--- src/rtl/mux_select_arbiter.sv ---
// Round-robin owner of a shared 4:1 one-bit mux; drives the mux address pins and a one-hot grant.
// Latency: request to grant is 1 cycle from IDLE; every handover inserts exactly one dead (RELEASE) cycle.
// Backpressure: none. The owner keeps the mux while req[owner] stays high. Others wait; no preemption unless the timeout build is enabled.
//
// Ports:
//   clk        rising-edge clock
//   reset_n    synchronous active-low reset
//   req[3:0]   level requests, bit i = requester i wants the mux
//   grant[3:0] registered one-hot grant, 0000 when nobody owns the mux
//   address1/0 registered mux select = current or most recent owner index
//   sel_valid  high only while an owner is granted (equals |grant)
//
// Build option: define MUX_ARB_TIMEOUT_EN to force rotation after HOLD_MAX
// consecutive grant cycles when another requester is waiting. Without it the
// hold counter is not built and HOLD_MAX/CNT_W have no effect.

module mux_select_arbiter #(
    parameter int HOLD_MAX = 8,
    parameter int CNT_W    = 4
) (
    input  logic       clk,
    input  logic       reset_n,
    input  logic [3:0] req,
    output logic [3:0] grant,
    output logic       address0,
    output logic       address1,
    output logic       sel_valid
);

    typedef enum logic [1:0] {
        IDLE    = 2'd0,
        GRANT   = 2'd1,
        RELEASE = 2'd2
    } state_t;

    state_t     state_q, state_d;
    logic [3:0] grant_q, grant_d;
    logic [1:0] addr_q, addr_d;
    logic [1:0] last_q, last_d;

    logic       pick_vld;
    logic [1:0] pick_idx;
    logic       force_rel;

`ifdef MUX_ARB_TIMEOUT_EN
    localparam logic [CNT_W-1:0] HOLD_LAST = CNT_W'(HOLD_MAX - 1);
    logic [CNT_W-1:0] cnt_q, cnt_d;
`endif

    // Search starts at last+1 and wraps, so `last` itself is considered last.
    // Walking from the farthest offset down lets the nearest requester win.
    always_comb begin
        pick_vld = 1'b0;
        pick_idx = 2'd0;
        for (int i = 4; i >= 1; i--) begin
            if (req[last_q + 2'(i)]) begin
                pick_vld = 1'b1;
                pick_idx = last_q + 2'(i);
            end
        end
    end

    always_comb begin
        state_d   = state_q;
        grant_d   = grant_q;
        addr_d    = addr_q;
        last_d    = last_q;
        force_rel = 1'b0;
`ifdef MUX_ARB_TIMEOUT_EN
        cnt_d     = cnt_q;
        // Rotate only when someone else is actually waiting.
        force_rel = (cnt_q == HOLD_LAST) && (|(req & ~grant_q));
`endif

        case (state_q)
            IDLE, RELEASE: begin
                grant_d = 4'b0000;
                if (pick_vld) begin
                    state_d = GRANT;
                    grant_d = 4'b0001 << pick_idx;
                    addr_d  = pick_idx;
`ifdef MUX_ARB_TIMEOUT_EN
                    cnt_d   = '0;
`endif
                end else begin
                    state_d = IDLE;
                end
            end
            GRANT: begin
                if (!req[addr_q] || force_rel) begin
                    // Address is left on the old owner through the dead cycle.
                    state_d = RELEASE;
                    grant_d = 4'b0000;
                    last_d  = addr_q;
                end
`ifdef MUX_ARB_TIMEOUT_EN
                else if (cnt_q != HOLD_LAST) begin
                    cnt_d = cnt_q + CNT_W'(1);
                end
`endif
            end
            default: begin
                state_d = IDLE;
                grant_d = 4'b0000;
            end
        endcase
    end

    always_ff @(posedge clk) begin
        if (!reset_n) begin
            state_q <= IDLE;
            grant_q <= 4'b0000;
            addr_q  <= 2'd0;
            last_q  <= 2'd3;
`ifdef MUX_ARB_TIMEOUT_EN
            cnt_q   <= '0;
`endif
        end else begin
            state_q <= state_d;
            grant_q <= grant_d;
            addr_q  <= addr_d;
            last_q  <= last_d;
`ifdef MUX_ARB_TIMEOUT_EN
            cnt_q   <= cnt_d;
`endif
        end
    end

    assign grant     = grant_q;
    assign address0  = addr_q[0];
    assign address1  = addr_q[1];
    assign sel_valid = (state_q == GRANT);

endmodule

--- config.mk ---
export PLATFORM = sky130hd
export DESIGN_NAME = mux_select_arbiter
export DESIGN_NICKNAME = d
export VERILOG_FILES = /design/src/rtl/mux_select_arbiter.sv
export SDC_FILE = /design/constraint.sdc
export NUM_CORES = 1
export LEC_CHECK = 0
export CAP_MARGIN = 20
export CELL_PAD_IN_SITES_DETAIL_PLACEMENT = 1
export CELL_PAD_IN_SITES_GLOBAL_PLACEMENT = 2
export CORE_AREA = 2 2 46 48
export CTS_CLUSTER_SIZE = 16
export DETAILED_ROUTE_END_ITERATION = 7
export DIE_AREA = 0 0 48 50
export PLACE_DENSITY_LB_ADDON = 0.08
export REMOVE_ABC_BUFFERS = 1
export SYNTH_ARGS = -nofsm -noshare
export SYNTH_HDL_FRONTEND = slang
export SYNTH_SLANG_ARGS = --single-unit
--- constraint.sdc ---
create_clock -name clk -period 1.6 [get_ports clk]
set_input_delay 0.24 -clock clk [delete_from_list [all_inputs] [get_ports clk]]
set_output_delay 0.24 -clock clk [all_outputs]
set_load 0.005 [all_outputs]
==> metrics.txt <==
# TYPE chip_impl_metric gauge
chip_impl_metric{name="initial_utilization",unit="%"} 24.6
chip_impl_metric{name="critical_path_arrival",unit="ns"} 1.69
chip_impl_metric{name="place_hpwl",unit="µm"} 971
chip_impl_metric{name="setup_fix_buffers_added_after_clock_tree_synthesis",unit=""} 0
chip_impl_metric{name="setup_total_negative_slack",unit="ns"} 0
chip_impl_metric{name="grt_overflow_total",unit=""} 0
chip_impl_metric{name="synth.avg_cell_area",unit="µm²"} 9.55
chip_impl_metric{name="count_of_nets_after_finishing",unit=""} 82
chip_impl_metric{name="floorplan.die_area",unit="µm²"} 2400
chip_impl_metric{name="filler_cell_count",unit=""} 232
chip_impl_metric{name="chipHeight",unit="µm"} 50
chip_impl_metric{name="post_dp_cell_area",unit="µm²"} 697
chip_impl_metric{name="first_global_vias",unit=""} 493
chip_impl_metric{name="gp_routability_congestion",unit=""} 0.740
chip_impl_metric{name="ys_seq_elements",unit=""} 10
chip_impl_metric{name="maxCapViolCount",unit=""} 0
chip_impl_info{name="critical_path.startpoint_type",value="input port"} 1
chip_impl_metric{name="worst_slew_margin_rel",unit="%"} 69.2
chip_impl_metric{name="clkTransAtPathRegs",unit="ns"} 0.06
chip_impl_metric{name="ir_worst_vdd",unit="V"} 0.000403
chip_impl_info{name="timing.hold.worst.class",value="reg -> reg"} 1
chip_impl_info{name="yosysTopAreaCell",value="sky130_fd_sc_hd__dfxtp_1"} 1
chip_impl_info{name="cts_root_buf",value="sky130_fd_sc_hd__clkbuf_4"} 1
chip_impl_metric{name="power_density",unit="nW/µm²"} 868
chip_impl_metric{name="route.vias.total",unit=""} 458
chip_impl_info{name="synthTopCellsByArea",value="sky130_fd_sc_hd__dfxtp_1, sky130_fd_sc_hd__mux2i_1, sky130_fd_sc_hd__mux4_2"} 1
chip_impl_metric{name="fin_cells",unit=""} 101
chip_impl_metric{name="p_leak",unit="nW"} 0.304
chip_impl_info{name="setup.worst_path.class",value="in -> reg"} 1
chip_impl_metric{name="placementRows",unit=""} 16
chip_impl_metric{name="pin_count",unit=""} 13
chip_impl_metric{name="post_cts_resize_count",unit=""} 2
chip_impl_info{name="layout.cells.most_common_list",value="sky130_fd_sc_hd__clkdlybuf4s50_1, sky130_fd_sc_hd__buf_4, sky130_fd_sc_hd__dfxtp_1"} 1
chip_impl_metric{name="timing_worst_slew_pin_value",unit="ns"} 0.458
chip_impl_metric{name="post_detailed_route_drc_marker_count",unit=""} 0
chip_impl_metric{name="wl_per_cell",unit="µm"} 12.0
chip_impl_metric{name="drv_slew",unit=""} 0
chip_impl_metric{name="cts_htree_levels",unit=""} 1
chip_impl_info{name="outcome",value="finished clean"} 1
chip_impl_metric{name="postCtsHoldBufs",unit=""} 0
chip_impl_metric{name="antenna_cells",unit=""} 0
chip_impl_metric{name="tritoncts_num_sinks",unit=""} 10
chip_impl_metric{name="area.growth.synth_to_final",unit="%"} 56.1
chip_impl_metric{name="core_area",unit="µm²"} 1900
chip_impl_metric{name="detail_route.iter0.violations",unit=""} 0
chip_impl_metric{name="grt_max_degree",unit=""} 8
chip_impl_metric{name="wl",unit="µm"} 1220
chip_impl_metric{name="post-synth-top-area-fraction",unit="%"} 42.8
chip_impl_metric{name="yosys_warnings",unit=""} 0
chip_impl_info{name="cp-end-kind",value="flop"} 1
chip_impl_metric{name="path_max_fanout",unit=""} 4
chip_impl_metric{name="first_pass_grt_wire_length",unit="µm"} 2210
chip_impl_metric{name="drt_pass1_iterations",unit=""} 1
chip_impl_metric{name="vias_per_cell",unit=""} 4.53
chip_impl_metric{name="netlist_area",unit="µm²"} 468
chip_impl_metric{name="max_freq",unit="MHz"} 650
chip_impl_metric{name="final_worst_clock_skew",unit="ns"} 0.000971
chip_impl_metric{name="worstSkewPairLatency",unit="ns"} 0.26
chip_impl_metric{name="layout_worst_path_cycle_share",unit="%"} 96.2
chip_impl_metric{name="post_place_cells",unit=""} 98
chip_impl_metric{name="die_w",unit="µm"} 48
chip_impl_metric{name="setup-violations-final",unit=""} 0
chip_impl_metric{name="antenna_violations_before_repair",unit=""} 0
chip_impl_metric{name="worst_ep_required_time",unit="ns"} 1.75
chip_impl_metric{name="cts_made_buffers",unit=""} 3
chip_impl_metric{name="period_minus_slack",unit="ns"} 1.54
chip_impl_metric{name="fin_area",unit="µm²"} 731
chip_impl_metric{name="gr-usage-all-layers",unit="%"} 12.9
chip_impl_metric{name="total_count_of_hold_check_failures_in_the_final_report",unit=""} 0
chip_impl_metric{name="syn_inst",unit=""} 49
chip_impl_metric{name="cts-root-to-sink-buffers",unit=""} 2
chip_impl_metric{name="drt.antenna.violating_nets",unit=""} 0
chip_impl_info{name="cts_tree",value="done"} 1
chip_impl_metric{name="post_route_cells_drive_above_1_share",unit="%"} 25.7
chip_impl_metric{name="synth-seq-area-share",unit="%"} 42.8
chip_impl_info{name="rsz0062_at_grt",value="no"} 1
chip_impl_metric{name="synth.lib_cells_used.distinct",unit=""} 25
chip_impl_metric{name="place.port_buffers",unit=""} 12
chip_impl_info{name="layout_commonest_cell",value="sky130_fd_sc_hd__clkdlybuf4s50_1"} 1
[final timing paths]
path	start	to	slack, ns	cells after the start
max	req[3]	grant[1]	0.06	5
min	grant[0]	grant[0]	0.46	1
max reg2reg	addr_q[0]	grant[1]	0.14	4
min reg2reg	grant[0]	grant[0]	0.46	1
[power by group]
| part | internal [mW] | switching, mW |
|---|---|---|
| logic | 0.104 | 0.0677 |
| registers | 0.272 | 0.0202 |
| clock network | 0.0868 | 0.0828 |
[flip-flops by register name, summed over array words and instances (netlist names)]
signal / count
addr_q: 2
state_q: 2
grant: 4
last_q: 2
[cell usage after synthesis]
| master | number |
|---|---|
| sky130_fd_sc_hd__o21ba_2 | 1 |
| sky130_fd_sc_hd__nand2_1 | 5 |
| sky130_fd_sc_hd__o2bb2ai_1 | 2 |
| sky130_fd_sc_hd__mux4_2 | 1 |
| sky130_fd_sc_hd__a32o_1 | 1 |
| sky130_fd_sc_hd__nor2_1 | 3 |
| sky130_fd_sc_hd__and2_1 | 1 |
| sky130_fd_sc_hd__nor3_1 | 1 |
| sky130_fd_sc_hd__a22o_1 | 1 |
| sky130_fd_sc_hd__nand3b_1 | 1 |
| sky130_fd_sc_hd__a21o_1 | 1 |
| sky130_fd_sc_hd__nand2b_1 | 3 |
| sky130_fd_sc_hd__a31oi_1 | 1 |
| sky130_fd_sc_hd__a21boi_0 | 1 |
| sky130_fd_sc_hd__nor2b_2 | 1 |
| sky130_fd_sc_hd__a21oi_1 | 2 |
| sky130_fd_sc_hd__nor4_1 | 1 |
| sky130_fd_sc_hd__or2b_1 | 1 |
| sky130_fd_sc_hd__dfxtp_1 | 10 |
| sky130_fd_sc_hd__o22a_1 | 1 |
| sky130_fd_sc_hd__mux2i_1 | 3 |
| sky130_fd_sc_hd__inv_1 | 2 |
| sky130_fd_sc_hd__nor2b_1 | 2 |
| sky130_fd_sc_hd__o21ai_2 | 1 |
| sky130_fd_sc_hd__o21ai_0 | 2 |
[cell families after synthesis]
logic type | Yosys count | synth area share [%]
muxes | 4 | 11.2
and+or+nand+nor | 19 | 21.9
DFF | 10 | 42.8
AOI/OAI and AO/OA | 14 | 22.5
buffers and inverters | 2 | 1.60
[area by class of cell]
type | instances | area (µm²) | area share, %
Inverter | 2 | 7.51 | 1.03
Tap cell | 27 | 33.8 | 4.62
Clock buffer | 3 | 22.5 | 3.08
Timing Repair Buffer | 22 | 198 | 27.1
Multi-Input combinational cell | 37 | 268 | 36.6
Sequential cell | 10 | 201 | 27.6
[per-stage QoR]
step | power, mW | worst slack (ns) | hold WS [ns] | utilization (%)
2_1_floorplan | 0.371 | 0.170 | 0.302 | -
3_3_place_gp | 0.467 | -0.197 | 0.451 | 36.6
3_5_place_dp | 0.468 | -0.203 | 0.453 | 36.6
4_1_cts | 0.644 | 0.0311 | 0.468 | 38.0
5_1_grt | 0.687 | 0.00927 | 0.494 | 38.4
6_report | 0.634 | 0.0604 | 0.463 | 38.4
[metal layers]
metal	part of all wire (%)	GRT usage, %	wire (µm)
met1	50	17.1	608
met2	44	18.9	531
met3	5.5	4.76	67
met4	0.66	4.05	8
met5	0	0	0
[worst max-delay path: stages]
cell,delay (ns)
sky130_fd_sc_hd__clkdlybuf4s50_1,0.46
sky130_fd_sc_hd__mux4_2,0.53
sky130_fd_sc_hd__nand2_1,0.13
sky130_fd_sc_hd__nor2_1,0.10
sky130_fd_sc_hd__a22o_1,0.23
(Power assumes the default switching activity.)
